<file path="src/rtl/stone_drawer.sv">
// Frame-triggered sprite renderer: walks the stone RAM records and streams one
// SPRITE_SIZE x SPRITE_SIZE sprite per visible record to the VGA pixel writer.
module stone_drawer #(
    parameter int SPRITE_SIZE  = 16,
    parameter int READ_LATENCY = 2,
    parameter int SCREEN_W     = 320,
    parameter int SCREEN_H     = 240
) (
    input  logic        clock,
    input  logic        resetn,
    input  logic        start,
    input  logic [3:0]  quantity,
    input  logic [31:0] data,
    output logic        draw_stone_flag,
    output logic [3:0]  draw_index,
    output logic [8:0]  x,
    output logic [7:0]  y,
    output logic [2:0]  colour,
    output logic        plot,
    output logic        done
);

    localparam int CW = $clog2(SPRITE_SIZE);
    localparam int WW = (READ_LATENCY > 2) ? $clog2(READ_LATENCY - 1) : 1;
    localparam logic [CW-1:0] EDGE_POS = CW'(SPRITE_SIZE - 1);
    localparam logic [WW-1:0] WAIT_END = WW'(READ_LATENCY - 2);

    typedef enum logic [2:0] {
        S_IDLE, S_ADDR, S_WAIT, S_LATCH, S_DRAW, S_NEXT, S_DONE
    } state_t;

    typedef struct packed {
        logic [8:0] px;
        logic [7:0] py;
        logic [1:0] kind;
        logic       vis;
    } rec_t;

    state_t          state, nxt_state;
    rec_t            rec, src;
    logic [CW-1:0]   col, row, nxt_col, nxt_row;
    logic [WW-1:0]   wait_cnt;
    logic [9:0]      sx, sy;
    logic            in_bounds, border, last_px;
    logic [2:0]      pix_colour;
    logic            unused_bits;

    assign unused_bits = ^{data[22:19], data[10:4], data[0]};

    // In S_LATCH the record is not yet registered, so decode straight from RAM q.
    assign src     = (state == S_LATCH) ? rec_t'({data[31:23], data[18:11], data[3:2], data[1]}) : rec;
    assign last_px = (col == EDGE_POS) && (row == EDGE_POS);

    always_comb begin
        nxt_state = state;
        nxt_col   = '0;
        nxt_row   = '0;
        case (state)
            S_IDLE:  if (start) nxt_state = S_ADDR;
            S_ADDR:  nxt_state = (draw_index >= quantity) ? S_DONE : S_WAIT;
            S_WAIT:  if (wait_cnt == WAIT_END) nxt_state = S_LATCH;
            S_LATCH: nxt_state = src.vis ? S_DRAW : S_NEXT;
            S_DRAW: begin
                if (last_px) begin
                    nxt_state = S_NEXT;
                end else begin
                    nxt_col = col + CW'(1);
                    nxt_row = (col == EDGE_POS) ? row + CW'(1) : row;
                end
            end
            S_NEXT:  nxt_state = S_ADDR;
            S_DONE:  nxt_state = S_IDLE;
            default: nxt_state = S_IDLE;
        endcase
    end

    // Pixel outputs are computed for the pixel about to be shown, so the
    // registered plot lines up exactly with the cycles spent in S_DRAW.
    always_comb begin
        sx         = {1'b0, src.px} + 10'(nxt_col);
        sy         = {2'b0, src.py} + 10'(nxt_row);
        in_bounds  = (sx < 10'(SCREEN_W)) && (sy < 10'(SCREEN_H));
        border     = (nxt_col == '0) || (nxt_col == EDGE_POS) ||
                     (nxt_row == '0) || (nxt_row == EDGE_POS);
        pix_colour = 3'b000;
        if (!border) begin
            case (src.kind)
                2'b00:   pix_colour = 3'b111;
                2'b01:   pix_colour = 3'b110;
                2'b10:   pix_colour = 3'b011;
                default: pix_colour = 3'b101;
            endcase
        end
    end

    always_ff @(posedge clock) begin
        if (!resetn) state <= S_IDLE;
        else         state <= nxt_state;
    end

    always_ff @(posedge clock) begin
        if (!resetn) begin
            draw_stone_flag <= 1'b0;
            draw_index      <= '0;
            x               <= '0;
            y               <= '0;
            colour          <= '0;
            plot            <= 1'b0;
            done            <= 1'b0;
            col             <= '0;
            row             <= '0;
            wait_cnt        <= '0;
            rec             <= '0;
        end else begin
            done <= (state == S_DONE);
            if (state == S_IDLE && start) draw_stone_flag <= 1'b1;
            else if (state == S_DONE)     draw_stone_flag <= 1'b0;

            if (state == S_NEXT)      draw_index <= draw_index + 4'd1;
            else if (state == S_DONE) draw_index <= '0;

            wait_cnt <= (state == S_WAIT) ? wait_cnt + WW'(1) : '0;
            if (state == S_LATCH) rec <= src;

            col  <= nxt_col;
            row  <= nxt_row;
            plot <= (nxt_state == S_DRAW) && in_bounds;
            if (nxt_state == S_DRAW) begin
                x      <= sx[8:0];
                y      <= sy[7:0];
                colour <= pix_colour;
            end
        end
    end

endmodule

</file>
<file path="config.mk">
export PLATFORM = sky130hd
export DESIGN_NAME = stone_drawer
export DESIGN_NICKNAME = d
export VERILOG_FILES = /design/src/rtl/stone_drawer.sv
export SDC_FILE = /design/constraint.sdc
export NUM_CORES = 1
export LEC_CHECK = 0
export CAP_MARGIN = 20
export CELL_PAD_IN_SITES_DETAIL_PLACEMENT = 1
export CELL_PAD_IN_SITES_GLOBAL_PLACEMENT = 2
export CORE_MARGIN = 2
export CORE_UTILIZATION = 27
export DETAILED_ROUTE_END_ITERATION = 7
export GPL_TIMING_DRIVEN = 0
export PLACE_DENSITY = 0.74
export REMOVE_ABC_BUFFERS = 1
export SETUP_SLACK_MARGIN = 0.5
export SLEW_MARGIN = 20
export SYNTH_ARGS = -nofsm -noshare
export SYNTH_HDL_FRONTEND = slang
export SYNTH_SLANG_ARGS = --single-unit
</file>
<file path="constraint.sdc">
create_clock -name clock -period 2.9 [get_ports clock]
set_input_delay 0.58 -clock clock [delete_from_list [all_inputs] [get_ports clock]]
set_output_delay 0.58 -clock clock [all_outputs]
set_load 0.05 [all_outputs]
</file>
==> results of run 1 <==
==> cell families (layout without fill, tap and decap cells) <==
kind of cell,after synthesis,in the layout
AOI/OAI and AO/OA,80,80
xor gates and xnor gates,15,15
adders and majority gates,17,17
buffers and inverters,28,132
DFF,58,58
muxes,19,19
and+or+nand+nor,170,172
==> worst max-delay path: stages (launching register included) <==
cell and delay, ps:
dfxtp_4 360, ha_4 160, nand3_4 120, o31ai_2 230, o31a_1 210, nor2_1 70
ha_2 190, or2_4 260, a211oi_4 310, nor3_2 90, xnor2_1 150, a311oi_2 260
==> layout by cell type (no fill, tap or decap), drive strengths merged, types with 4 or more instances in the layout <==
cell type and count:
ha 15, and2 10, a21oi 26, inv 9
clkbuf 9, xnor2 12, nand2 59, nand3 17
o211ai 5, mux2 4, a211oi 7, nor4 4
nor2 41, o21a 5, mux2i 15, o21ai 8
nor3 7, buf 55, clkdlybuf4s50 52, or2 5
dfxtp 58, nand4 5, nand2b 5
==> timing repair <==
action,4_1_cts,5_1_grt
resized for setup,71,23
hold buffers,0,0
buffers inserted,44,10
cloned,2,0
pin swaps,26,16
endpoints found under the setup margin,42,10
==> power by group through the flow <==
stage          clock network (W)  logic (W)  registers, W
2_1_floorplan                  0   0.000248      0.000968
3_3_place_gp                   0   0.000432      0.000944
3_5_place_dp                   0   0.000444      0.000946
4_1_cts                  0.00130   0.000663      0.000889
5_1_grt                  0.00133   0.000737      0.000898
6_report                 0.00128   0.000687      0.000892
==> worst paths after layout <==
| path | from | endpoint | depth (start not counted) |
|---|---|---|---|
| min | wait_cnt | wait_cnt | 1 |
| max | col[1] | plot | 11 |
| min reg2reg | wait_cnt | wait_cnt | 1 |
| max reg2reg | col[1] | plot | 11 |
==> routing by layer <==
metal,up-vias,GRT usage,share of wire
li1,1584,-,-
met1,1594,0.202,0.43
met2,50,0.321,0.52
met3,22,0.0332,0.022
met4,0,0.0691,0.026
met5,-,0,0
==> registers in the layout, indices dropped and copies added (netlist names), 3 cells and up <==
name / cells
col: 4
colour: 3
draw_index: 4
rec: 19
row: 4
state: 3
x: 9
y: 8
==> through the flow <==
stage	setup TNS (ps)	area (um2)	instances
2_1_floorplan	-938	3120	367
3_3_place_gp	-25570	3820	563
3_5_place_dp	-6730	3840	564
4_1_cts	0	4820	626
5_1_grt	0	5010	636
6_report	0	5010	636
==> area by class of cell <==
cell class	instances	share of cell area
Inverter	8	0.00700
Multi-Input combinational cell	303	0.456
Tap cell	143	0.0357
Clock buffer	9	0.0450
Clock inverter	7	0.0250
Sequential cell	58	0.238
Timing Repair Buffer	108	0.193
==> flow_summary_export.csv, run 1 <==
group,metric,value,unit
clock_tree,path_clk_slew,60,ps
timing,fin_hold_ws,426,ps
global_routing,antenna_found_initial,0,
clock_tree,clk_latency,330,ps
critical_path,arrival,2750,ps
route,firstDrtPassIters,4,
logic_synthesis,ys_top_cells_by_area,"dfxtp_1 (36%), nand2_1 (6.9%), ha_1 (5.9%)",
critical_path,r2r_slack,390,ps
logic_synthesis,synth_top_area_frac,0.363,
timing,worst_slew_pin_slew,1050,ps
route,wl_per_cell,17.6,um
run,cap_violations,0,
cells_and_area,drive_gt1_frac,0.290,
power_and_ir_drop,power_density,570,mW/mm2
cells_and_area,num_antenna_cells,0,
timing,finalClockSkew,5.83,ps
cells_and_area,num-fill-cells,1308,
floorplanning,ios,66,
route,via_per_inst,5.11,
global_routing,grt_pass1_wl,17.4,mm
timing,relSlewSlack,0.301,
timing,rsz0062_at_grt,"yes",
route,antenna_left,0,
cells_and_area,area_delta_synth_final,56.4,%
logic_synthesis,synth_largest_area_cell,"dfxtp_1",
timing,setup_viol,0,
place,dpl.hpwl,6.34,mm
logic_synthesis,yosys.area_share.adder,0.0680,
logic_synthesis,synth_edf_count,0,
floorplanning,die_x,113,um
logic_synthesis,synth_area,0.00320,mm2
place,dp_slack,-748,ps
route,first_iter_violations,155,
global_routing,grt_pass1_vias,3418,
timing,fin_crit,2510,ps
power_and_ir_drop,p_int,0.00199,W
clock_tree,clock_path_buffers,2,
critical_path,cp.required,3140,ps
critical_path,worst_setup_path_start_kind,"register",
logic_synthesis,synth.most_common_cell,"nand2_1",
logic_synthesis,ys_ff_latch,58,
floorplanning,core_area,0.0115,mm2
cells_and_area,final_net_count,543,
power_and_ir_drop,p_comb_frac,0.240,
route,vias,3250,
power_and_ir_drop,pwr-share-seq,0.312,
floorplanning,num_rows,39,
clock_tree,htreeDepth,3,
global_routing,grtUsageTotal,0.176,
critical_path,critPathKind,"register to register",
power_and_ir_drop,total_power,0.00286,W
logic_synthesis,synth_area_per_cell,8.27,um2
clock_tree,cts_inserted_buffers,9,
logic_synthesis,synth_top_flop_cell,"dfxtp_1",
logic_synthesis,yosys-top-cells-count,"nand2_1 (59), dfxtp_1 (58), nor2_1 (41)",
place,gp_congestion,0.783,
logic_synthesis,synth_xor_area_frac,0.0410,
cells_and_area,multi_input_comb_area,0.00228,mm2
critical_path,cp-end-kind,"register",
logic_synthesis,synthMuxAreaShare,0.0621,
logic_synthesis,synth_compound_area_frac,0.177,
timing,setup_slack,390,ps
min_path,min_path_type,"register to register",
power_and_ir_drop,p_sw_frac,0.303,
cells_and_area,final_core_util,0.435,
clock_tree,cts_tree,"done",
floorplanning,fp.dieArea,0.0127,mm2
clock_tree,clock_sinks,58,
logic_synthesis,async_flop_share,0,
timing,hold_violations,0,
power_and_ir_drop,p_clk_frac,0.447,
critical_path,crit_fanout,5,
route,totalWireLength,11.2,mm
place,port_buffers,53,
logic_synthesis,synth_top_family_by_area,"simple AND/OR/NAND/NOR gates",
global_routing,grt_max_degree,36,
timing,finalCritPeriodShare,0.866,
logic_synthesis,syn_inst,387,
floorplanning,die_height,113,um
power_and_ir_drop,power.leakage,1.80,nW
logic_synthesis,synth_cell_types,61,
logic_synthesis,ys_warn_count,0,
timing,drv_slew,0,
global_routing,overflow,0,
power_and_ir_drop,vdd_drop_max,0.304,mV
logic_synthesis,yosys.area_share.simple,0.252,
clock_tree,clockRootBuffer,"clkbuf_16",
route,drc_errors,0,
power_and_ir_drop,switching_power,0.000865,W
timing,fmax,398,MHz
floorplanning,initial_utilization,0.278,
cells_and_area,regArea,0.00119,mm2
logic_synthesis,yosysSeqAreaShare,0.363,
status,status,"finished clean",
No activity file was read; power rests on OpenSTA's default activity.
==> inputs of run 2 (changes only) <==
--- a/config.mk
+++ b/config.mk
@@ -15,7 +15,6 @@
 export PLACE_DENSITY = 0.74
 export REMOVE_ABC_BUFFERS = 1
 export SETUP_SLACK_MARGIN = 0.5
-export SLEW_MARGIN = 20
 export SYNTH_ARGS = -nofsm -noshare
 export SYNTH_HDL_FRONTEND = slang
 export SYNTH_SLANG_ARGS = --single-unit
==> run 2 against run 1 <==
Non-clock buffer count decreased by 6. Global-route usage down 0.70 points. Sequential power about the same. Clock skew is 3.3 ps higher. Final cell count down 1.1%. Via count fell by 1.0%. Power down 1.5%. Critical path depth increased by 1. Core utilization shrank 0.098 points.
==> flow_summary_export.csv, run 2 (synthesis results as in run 1) <==
group,metric,value,unit
run,cap_violations,0,
global_routing,grt_pass1_vias,3409,
global_routing,overflow,0,
route,drc_errors,0,
timing,setup_viol,0,
power_and_ir_drop,power_density,563,mW/mm2
power_and_ir_drop,p_int,0.00198,W
power_and_ir_drop,p_comb_frac,0.237,
power_and_ir_drop,power.leakage,1.79,nW
critical_path,cp.required,3110,ps
global_routing,antenna_found_initial,0,
cells_and_area,top_register,"rec",
critical_path,r2r_slack,330,ps
route,wl_per_cell,16.9,um
clock_tree,clockRootBuffer,"clkbuf_16",
clock_tree,cts_tree,"done",
floorplanning,die_x,113,um
global_routing,grt_max_degree,25,
cells_and_area,final_cell_mix,"nand2_1 (55), clkdlybuf4s50_1 (51), dfxtp_1 (48)",
critical_path,crit_fanout,5,
place,port_buffers,53,
timing,finalCritPeriodShare,0.884,
place,placedCellCount,566,
route,firstDrtPassIters,5,
timing,fin_hold_ws,420,ps
cells_and_area,final_net_count,536,
cells_and_area,final_common_cell,"nand2_1",
min_path,min_path_type,"register to register",
timing,worst_slew_pin_slew,588,ps
cells_and_area,reg_top3,"rec: 19 flops, x: 9 flops, y: 8 flops",
cells_and_area,design_area,0.00500,mm2
timing,hold_violations,0,
route,antenna_left,0,
critical_path,cp-end-kind,"register",
cells_and_area,final_cells,629,
clock_tree,clock_path_buffers,2,
timing,finalClockSkew,9.10,ps
floorplanning,fp.dieArea,0.0127,mm2
cells_and_area,drive_gt1_frac,0.290,
floorplanning,core_area,0.0115,mm2
floorplanning,ios,66,
clock_tree,htreeDepth,3,
clock_tree,clk_latency,330,ps
power_and_ir_drop,vdd_drop_max,0.239,mV
timing,drv_slew,0,
global_routing,grtUsageTotal,0.169,
power_and_ir_drop,p_sw_frac,0.296,
route,first_iter_violations,97,
place,dp_slack,-680,ps
cells_and_area,num-fill-cells,1327,
power_and_ir_drop,p_clk_frac,0.447,
cells_and_area,area_delta_synth_final,56.0,%
timing,fin_crit,2570,ps
route,totalWireLength,10.6,mm
timing,setup_slack,335,ps
cells_and_area,num_antenna_cells,0,
timing,fmax,390,MHz
clock_tree,cts_inserted_buffers,9,
critical_path,arrival,2770,ps
route,vias,3216,
critical_path,worst_setup_path_start_kind,"register",
timing,rsz0062_at_grt,"yes",
place,post_dp_cell_area,0.00389,mm2
timing,relSlewSlack,0.607,
floorplanning,initial_utilization,0.278,
cells_and_area,largest_reg_flops,19,
clock_tree,path_clk_slew,60,ps
floorplanning,num_rows,39,
place,dpl.hpwl,6.54,mm
critical_path,critPathKind,"register to register",
place,gp_congestion,0.783,
floorplanning,die_height,113,um
power_and_ir_drop,switching_power,0.000834,W
clock_tree,clock_sinks,58,
global_routing,grt_pass1_wl,17.2,mm
status,status,"finished clean",
route,via_per_inst,5.11,
clock_tree,holdBufCountCts,0,
power_and_ir_drop,pwr-share-seq,0.316,
[run 2: cell count changes in the layout (fill, tap and decap cells not counted), moves of 2 or more]
| cell | change |
|---|---|
| buf_16 | +2 |
| buf_4 | -6 |
| buf_6 | -2 |
| dfxtp_2 | -2 |
| ha_1 | +2 |
| nand2_1 | -3 |
| nand2_2 | +3 |
[run 2: final cells by class]
| type | instances | area, um2 | area share |
|---|---|---|---|
| sequential | 58 | 1190 | 0.239 |
| clock inverter | 7 | 125 | 0.0250 |
| timing repair buffer | 102 | 961 | 0.192 |
| inverter | 8 | 31.3 | 0.00626 |
| clock buffer | 9 | 225 | 0.0451 |
| multi-input combinational | 302 | 2280 | 0.457 |
| tap | 143 | 179 | 0.0358 |
[run 2: critical path, cell delays in order (launching register included)]
cell and delay (ps):
dfxtp_4 360, ha_4 160, nand3_4 140, o21ai_4 210, nor2_2 60, ha_2 190
buf_4 140, a211o_1 320, a21oi_2 170, o211ai_1 140, a211o_1 340, o2111ai_2 120
a311oi_2 80
[run 2: power by group through the flow]
stage | clock, W | sequential (W) | combinational (W)
after detailed placement | 0 | 0.000945 | 0.000459
after floorplan | 0 | 0.000968 | 0.000248
after global routing | 0.00132 | 0.000896 | 0.000724
final | 0.00126 | 0.000889 | 0.000666
after global placement | 0 | 0.000944 | 0.000432
after CTS | 0.00129 | 0.000889 | 0.000644
[run 2: per-layer routing]
| layer | vias up | routed length, um | GRT usage |
|---|---|---|---|
| met4 | 0 | 77 | 0.0431 |
| met5 | - | 0 | 0 |
| met2 | 60 | 5680 | 0.311 |
| met1 | 1583 | 4580 | 0.204 |
| li1 | 1564 | - | - |
| met3 | 9 | 287 | 0.0273 |
[run 2: final timing paths]
| kind | to | start | cells after the start |
|---|---|---|---|
| worst max-delay path | plot | col[1] | 12 |
| worst min register to register | wait_cnt | wait_cnt | 1 |
| worst max register to register | plot | col[1] | 12 |
| worst min-delay path | wait_cnt | wait_cnt | 1 |
[run 2: what timing repair did]
| item | in CTS | in global routing |
|---|---|---|
| pin swaps | 29 | 17 |
| endpoints found under the setup margin | 42 | 13 |
| setup buffers | 39 | 7 |
| gates resized for setup | 79 | 22 |
| gates cloned | 1 | 0 |
[run 2: through the flow]
step                      power (W)   util  TNS [ps]
final                       0.00281  0.434         0
after global routing        0.00294  0.434         0
after CTS                   0.00282  0.421         0
after detailed placement    0.00140  0.338    -11240
after global placement      0.00138  0.332    -25570
after floorplan             0.00122      -      -938
==> inputs of run 3 (changes only) <==
--- a/config.mk
+++ b/config.mk
@@ -5,7 +5,6 @@
 export SDC_FILE = /design/constraint.sdc
 export NUM_CORES = 1
 export LEC_CHECK = 0
-export CAP_MARGIN = 20
 export CELL_PAD_IN_SITES_DETAIL_PLACEMENT = 1
 export CELL_PAD_IN_SITES_GLOBAL_PLACEMENT = 2
 export CORE_MARGIN = 2
@@ -15,6 +14,7 @@
 export PLACE_DENSITY = 0.74
 export REMOVE_ABC_BUFFERS = 1
 export SETUP_SLACK_MARGIN = 0.5
+export SLEW_MARGIN = 20
 export SYNTH_ARGS = -nofsm -noshare
 export SYNTH_HDL_FRONTEND = slang
 export SYNTH_SLANG_ARGS = --single-unit
==> results of run 3 <==
No change in the layout: final DEF, timing and power equal those of run 1.
